### src/rtl/vga_timing_pkg.sv
// Shared 640x480@60 raster constants and types for the VGA timing generator.
package vga_timing_pkg;

  localparam int COORD_W = 10;

  localparam int H_ACTIVE = 640;
  localparam int H_FP     = 16;
  localparam int H_SYNC   = 96;
  localparam int H_BP     = 48;
  localparam int H_TOTAL  = H_ACTIVE + H_FP + H_SYNC + H_BP;

  localparam int V_ACTIVE = 480;
  localparam int V_FP     = 10;
  localparam int V_SYNC   = 2;
  localparam int V_BP     = 33;
  localparam int V_TOTAL  = V_ACTIVE + V_FP + V_SYNC + V_BP;

  localparam logic HS_POL = 1'b0;
  localparam logic VS_POL = 1'b0;

  localparam int PIPE_DLY_MAX = 7;
  localparam int SYNC_W       = 4;

  typedef struct packed {
    logic frame_start;
    logic display_area;
    logic vsync;
    logic hsync;
  } sync_bits_t;

  // Inactive level of every delayed timing bit for the given sync polarities.
  function automatic sync_bits_t idle_bits(input logic hs_pol, input logic vs_pol);
    sync_bits_t b;
    b.frame_start  = 1'b0;
    b.display_area = 1'b0;
    b.vsync        = ~vs_pol;
    b.hsync        = ~hs_pol;
    return b;
  endfunction

endpackage

### src/rtl/vga_pipe_delay.sv
// Clock-enabled shift register with per-bit reset values; DEPTH of 0 is a wire.
module vga_pipe_delay #(
  parameter int               WIDTH   = vga_timing_pkg::SYNC_W,
  parameter int               DEPTH   = 2,
  parameter logic [WIDTH-1:0] RST_VAL = {WIDTH{1'b0}}
) (
  input  logic             vga_clk,
  input  logic             reset,
  input  logic             enable,
  input  logic [WIDTH-1:0] din,
  output logic [WIDTH-1:0] dout
);
  import vga_timing_pkg::*;

  if (DEPTH < 0 || DEPTH > PIPE_DLY_MAX) begin : g_bad_depth
    $error("vga_pipe_delay: DEPTH out of range");
  end

  if (DEPTH == 0) begin : g_bypass
    logic unused_s;
    assign unused_s = ^{vga_clk, reset, enable};
    assign dout     = din;
  end else begin : g_shift
    logic [WIDTH-1:0] stage_r [DEPTH];

    for (genvar k = 0; k < DEPTH; k++) begin : g_stage
      if (k == 0) begin : g_head
        // First stage captures the input word.
        always_ff @(posedge vga_clk or negedge reset) begin
          if (!reset) begin
            stage_r[k] <= RST_VAL;
          end else if (enable) begin
            stage_r[k] <= din;
          end
        end
      end else begin : g_tail
        // Later stages copy their predecessor.
        always_ff @(posedge vga_clk or negedge reset) begin
          if (!reset) begin
            stage_r[k] <= RST_VAL;
          end else if (enable) begin
            stage_r[k] <= stage_r[k-1];
          end
        end
      end
    end

    assign dout = stage_r[DEPTH-1];
  end

endmodule

### src/rtl/vga_timing_gen.sv
// VGA raster timing: undelayed pixel coordinates for fetch, sync/blank delayed to
// line up with the fetch pipeline feeding the pixel shifter.
module vga_timing_gen #(
  parameter int   H_ACTIVE = vga_timing_pkg::H_ACTIVE,
  parameter int   H_FP     = vga_timing_pkg::H_FP,
  parameter int   H_SYNC   = vga_timing_pkg::H_SYNC,
  parameter int   H_BP     = vga_timing_pkg::H_BP,
  parameter int   V_ACTIVE = vga_timing_pkg::V_ACTIVE,
  parameter int   V_FP     = vga_timing_pkg::V_FP,
  parameter int   V_SYNC   = vga_timing_pkg::V_SYNC,
  parameter int   V_BP     = vga_timing_pkg::V_BP,
  parameter logic HS_POL   = vga_timing_pkg::HS_POL,
  parameter logic VS_POL   = vga_timing_pkg::VS_POL,
  parameter int   PIPE_DLY = 2
) (
  input  logic                               vga_clk,
  input  logic                               reset,
  input  logic                               enable,
  output logic [vga_timing_pkg::COORD_W-1:0] pixel_x,
  output logic [vga_timing_pkg::COORD_W-1:0] pixel_y,
  output logic                               hsync,
  output logic                               vsync,
  output logic                               display_area,
  output logic                               frame_start,
  output logic                               line_end
);
  import vga_timing_pkg::*;

  localparam int H_TOTAL  = H_ACTIVE + H_FP + H_SYNC + H_BP;
  localparam int V_TOTAL  = V_ACTIVE + V_FP + V_SYNC + V_BP;
  localparam int HS_START = H_ACTIVE + H_FP;
  localparam int HS_END   = HS_START + H_SYNC;
  localparam int VS_START = V_ACTIVE + V_FP;
  localparam int VS_END   = VS_START + V_SYNC;

  localparam logic [COORD_W-1:0] COORD_ZERO = {COORD_W{1'b0}};
  localparam logic [COORD_W-1:0] COORD_ONE  = {{(COORD_W-1){1'b0}}, 1'b1};
  localparam logic [COORD_W-1:0] H_LAST     = COORD_W'(H_TOTAL - 1);
  localparam logic [COORD_W-1:0] H_PRELAST  = COORD_W'(H_TOTAL - 2);
  localparam logic [COORD_W-1:0] V_LAST     = COORD_W'(V_TOTAL - 1);

  localparam sync_bits_t IDLE_BITS = idle_bits(HS_POL, VS_POL);

  if (H_TOTAL > 1024 || H_TOTAL < 2) begin : g_bad_h
    $error("vga_timing_gen: H_TOTAL does not fit the 10-bit counter");
  end
  if (V_TOTAL > 1024 || V_TOTAL < 1) begin : g_bad_v
    $error("vga_timing_gen: V_TOTAL does not fit the 10-bit counter");
  end
  if (PIPE_DLY < 0 || PIPE_DLY > PIPE_DLY_MAX) begin : g_bad_dly
    $error("vga_timing_gen: PIPE_DLY out of range");
  end

  logic [COORD_W-1:0] h_r;
  logic [COORD_W-1:0] v_r;
  logic               line_end_r;
  int                 h_int_s;
  int                 v_int_s;
  sync_bits_t         decode_s;
  sync_bits_t         stage0_r;
  sync_bits_t         delayed_s;

  // Raster counters; line_end is registered from the pre-last pixel so it lines up with h = H_TOTAL-1.
  always_ff @(posedge vga_clk or negedge reset) begin
    if (!reset) begin
      h_r        <= COORD_ZERO;
      v_r        <= COORD_ZERO;
      line_end_r <= 1'b0;
    end else if (enable) begin
      if (h_r == H_LAST) begin
        h_r <= COORD_ZERO;
        v_r <= (v_r == V_LAST) ? COORD_ZERO : (v_r + COORD_ONE);
      end else begin
        h_r <= h_r + COORD_ONE;
      end
      line_end_r <= (h_r == H_PRELAST);
    end
  end

  assign h_int_s = {{(32-COORD_W){1'b0}}, h_r};
  assign v_int_s = {{(32-COORD_W){1'b0}}, v_r};

  // Stage-0 decode of the current counter position.
  always_comb begin
    decode_s              = IDLE_BITS;
    decode_s.display_area = (h_int_s < H_ACTIVE) && (v_int_s < V_ACTIVE);
    decode_s.hsync        = ((h_int_s >= HS_START) && (h_int_s < HS_END)) ? HS_POL : ~HS_POL;
    decode_s.vsync        = ((v_int_s >= VS_START) && (v_int_s < VS_END)) ? VS_POL : ~VS_POL;
    decode_s.frame_start  = (h_r == COORD_ZERO) && (v_r == COORD_ZERO);
  end

  // Stage-0 register: decode lags the counters by one cycle.
  always_ff @(posedge vga_clk or negedge reset) begin
    if (!reset) begin
      stage0_r <= IDLE_BITS;
    end else if (enable) begin
      stage0_r <= decode_s;
    end
  end

  vga_pipe_delay #(
    .WIDTH   (SYNC_W),
    .DEPTH   (PIPE_DLY),
    .RST_VAL (IDLE_BITS)
  ) u_pipe_delay (
    .vga_clk (vga_clk),
    .reset   (reset),
    .enable  (enable),
    .din     (stage0_r),
    .dout    (delayed_s)
  );

  assign pixel_x      = h_r;
  assign pixel_y      = v_r;
  assign line_end     = line_end_r;
  assign hsync        = delayed_s.hsync;
  assign vsync        = delayed_s.vsync;
  assign display_area = delayed_s.display_area;
  assign frame_start  = delayed_s.frame_start;

endmodule

### config.mk
export PLATFORM = sky130hd
export DESIGN_NAME = vga_timing_gen
export DESIGN_NICKNAME = d
export VERILOG_FILES = /design/src/rtl/vga_timing_pkg.sv /design/src/rtl/vga_pipe_delay.sv /design/src/rtl/vga_timing_gen.sv
export SDC_FILE = /design/constraint.sdc
export NUM_CORES = 1
export LEC_CHECK = 0
export CORE_MARGIN = 4
export CORE_UTILIZATION = 40
export CTS_CLUSTER_SIZE = 8
export DETAILED_ROUTE_END_ITERATION = 12
export GPL_TIMING_DRIVEN = 0
export PLACE_DENSITY = 0.67
export SLEW_MARGIN = 5
export SYNTH_ARGS = -nofsm -noshare
export SYNTH_HDL_FRONTEND = slang
export SYNTH_SLANG_ARGS = --single-unit
### constraint.sdc
create_clock -name vga_clk -period 2.1 [get_ports vga_clk]
set_input_delay 0.315 -clock vga_clk [delete_from_list [all_inputs] [get_ports vga_clk]]
set_output_delay 0.315 -clock vga_clk [all_outputs]
set_load 0.02 [all_outputs]
==> run metrics <==
final instance area between 0.002 and 0.0025 mm^2; gr ovfl total 0; first-pass GRT wire length 5892 um; clk slew on worst S/H paths around 0.070 ns; CP max stage delay between 0.4 and 0.5 ns; CP Max Fanout 10; Final #Nets ~190; mapped cell area 0.001622 mm^2; crit path cell chain ha_1 > and3_4 > and3_2 > buf_2 > buf_2 > nand2_1 > xnor2_1; # diodes 0; commonest non-fill, non-tap cell in the layout dfrtp_1; Hold Buf Count CTS 0; core area 0.003799 mm^2; syn_area_per_cell 10.67 um^2; Final ANT Viol Nets 0; CTS tree built; Reg power frac 47.7%; IO Port Bufs 26; startpoint types register; Clock Power Share between 20% and 30%; postcts setup bufs 0; initial core utilization 42.69%; GPL Wtd Cong between 0.8 and 0.9; share of layout cells above drive strength 1 between 10% and 20%; CTS resizes 0; Pwr per Cell Area 806.6 mW/mm^2; total number of vias 1256; Max Slew Vio Count 0; Post-DP HPWL 2497 um; WP depth 7; cells on worst reg2reg path 7; Non-Filler Instances roughly 230; CTS H-tree lvls 2; delay-heaviest family, CP simple AND/OR/NAND/NOR gates; RSZ-0062 raised after global routing no; placed cell areas 0.001937 mm^2; Yosys cell types 33; area leader, netlist dfrtp_1; total wire length between 3000 and 4000 um; sequential share of the synthesized area about half; Via density between 5 and 6; Fmax approximately 560 MHz; clock sink count 33; critical path's slowest cell dfrtp_1; max_cap viols 0; initial antenna violation count 0; # DRC 0; critical path arrival between 1.5 and 2 ns; relative slew slack 51.79%; outcome complete, no violations; 1st-iter DRT viols 59; Peak VDD IR about 0.35 mV; largest net degree at the start of global routing 34; top post-synthesis cells by area dfrtp_1 42%, dfstp_2 9.7%, mux2_2 6.3%; WP data required 2.26 ns; Final TNS setup 0 ns; syn nets 160; power share of the combinational group approximately 23%; synth warn 0; wire per inst ~15 um; worst-margin pin slew a little over 0.7 ns; worst-skew pair later-pin latency 0.28 ns; Net Sw Power roughly 0.0005 W; synthesized netlist cell count ~150; die area approximately 0.0051 mm^2; Setup Skew between 0.008 and 0.009 ns; commonest non-fill, non-tap cells in the layout 27 x dfrtp_1, 25 x clkdlybuf4s50_1, 12 x nand2_1, 10 x nor2_1; setup violators final 0; TritonCTS Buffers 5; DIE WIDTH just over 70 um; WP buf/inv 2; switch share around 30%; die height 71.67 um; Max Buffers Root-to-Sink 2; row count 22; Tcrit/Tclk final approximately 85%; #FFs+latches synth 33; root cell of the clock tree clkbuf_8; all-layer global routing usage approximately 15%; Synth top area share a little over two fifths; vias in the first global route around 1300; Core Util, Final between 50% and 60%; Ports 28; filler instances between 300 and 400; Worst setup EP type register; Hold WC Path Type in -> async; P_int between 0.001 and 0.0015 W; CP most frequent cell buf_2; area added between synthesis and finish 24.77%; Final Hold Viols 0; Placed Cells 226; Period minus WS final about 1.8 ns; Worst Path Class, Setup reg -> reg; leakage between 0.8 and 0.9 nW; First-pass DRT Iterations 4
==> registers in the layout (all words and copies together), names as in the netlist <==
signal,flops
pixel_x,10
pixel_y,10
stage0_r,4
u_pipe_delay.dout,4
u_pipe_delay.g_shift.stage_r,4
line_end,1
==> worst register-to-register path, stage by stage, from the launching register on <==
cell and delay, ns:
dfrtp_1 0.43, ha_1 0.23, and3_4 0.25, and3_2 0.18, buf_2 0.15, buf_2 0.22, nand2_1 0.09, xnor2_1 0.13
==> cells by family after synthesis <==
group | share of synthesized area, %
AOI/OAI and AO/OA | 5.479
xor gates and xnor gates | 5.402
adders and majority gates | 3.858
buffers and inverters | 3.780
DFF | 51.39
muxes | 8.102
and+or+nand+nor | 21.99
==> area by class of cell <==
type | count | area [um^2] | share of cell area, %
sequential | 33 | 833.3 | 41.19
multi-input combinational | 104 | 726.9 | 35.93
timing repair buffer | 26 | 255.2 | 12.62
clock buffer | 7 | 86.33 | 4.267
tap | 48 | 60.06 | 2.968
inverter | 9 | 33.78 | 1.670
buffer | 6 | 27.53 | 1.361
==> power by group through the flow <==
stage | combinational, W | clock [W] | sequential, W
6_report | 0.000379 | 0.000474 | 0.000779
5_1_grt | 0.000410 | 0.000520 | 0.000792
4_1_cts | 0.000383 | 0.000496 | 0.000779
3_5_place_dp | 0.000381 | 0 | 0.000791
3_3_place_gp | 0.000374 | 0 | 0.000787
2_1_floorplan | 0.000161 | 0 | 0.000841
==> through the flow <==
stage / setup slack [ns] / hold slack (ns) / total power [W]
final: 0.3100 / 0.08425 / 0.001632
after detailed placement: 0.3138 / 0.4220 / 0.001172
after global routing: 0.1902 / 0.1477 / 0.001721
after CTS: 0.2977 / 0.1072 / 0.001658
after floorplan: 0.3706 / 0.01941 / 0.001001
after global placement: 0.09481 / 0.4828 / 0.001161
==> path summary, 6_finish.rpt <==
| check | start | endpoint | slack (ns) |
|---|---|---|---|
| min in group vga_clk | enable | stage0_r[3] | 0.40 |
| max in group asynchronous | reset | pixel_x[1] | 1.55 |
| worst min register to register | stage0_r[0] | stage0_r[0] | 0.49 |
| worst max register to register | pixel_x[1] | pixel_y[5] | 0.31 |
| worst min-delay path | reset | pixel_y[4] | 0.08 |
| worst max-delay path | pixel_x[1] | pixel_y[5] | 0.31 |
==> routing by layer <==
metal | track usage (%) | wire length (um)
met2 | 25.31 | 1747
met1 | 16.93 | 1474
met4 | 8.142 | 68
met3 | 3.647 | 120
met5 | 0 | 0
==> synth_stat cells <==
library cell  instances
nor2b_1               1
and3_1                6
a211o_2               1
xor2_1                2
nor4_1                1
nand2_1              12
o22ai_1               1
xnor2_1               8
or4_1                 1
nand3_4               1
clkbuf_2              1
inv_1                 9
dfstp_2               6
mux2i_1               3
nor3_4                1
nor3_1                5
nor2_1               10
and4_4                1
nand4b_1              3
mux2_2                9
buf_2                 3
clkbuf_1              2
ha_1                  5
nor4b_1               1
or3_1                 2
and3_4                1
and3_2                1
dfrtp_1              27
o21ai_0               8
nand4_1               8
nand3_1               6
a21oi_1               5
o31ai_1               1
(Power assumes the default switching activity.)
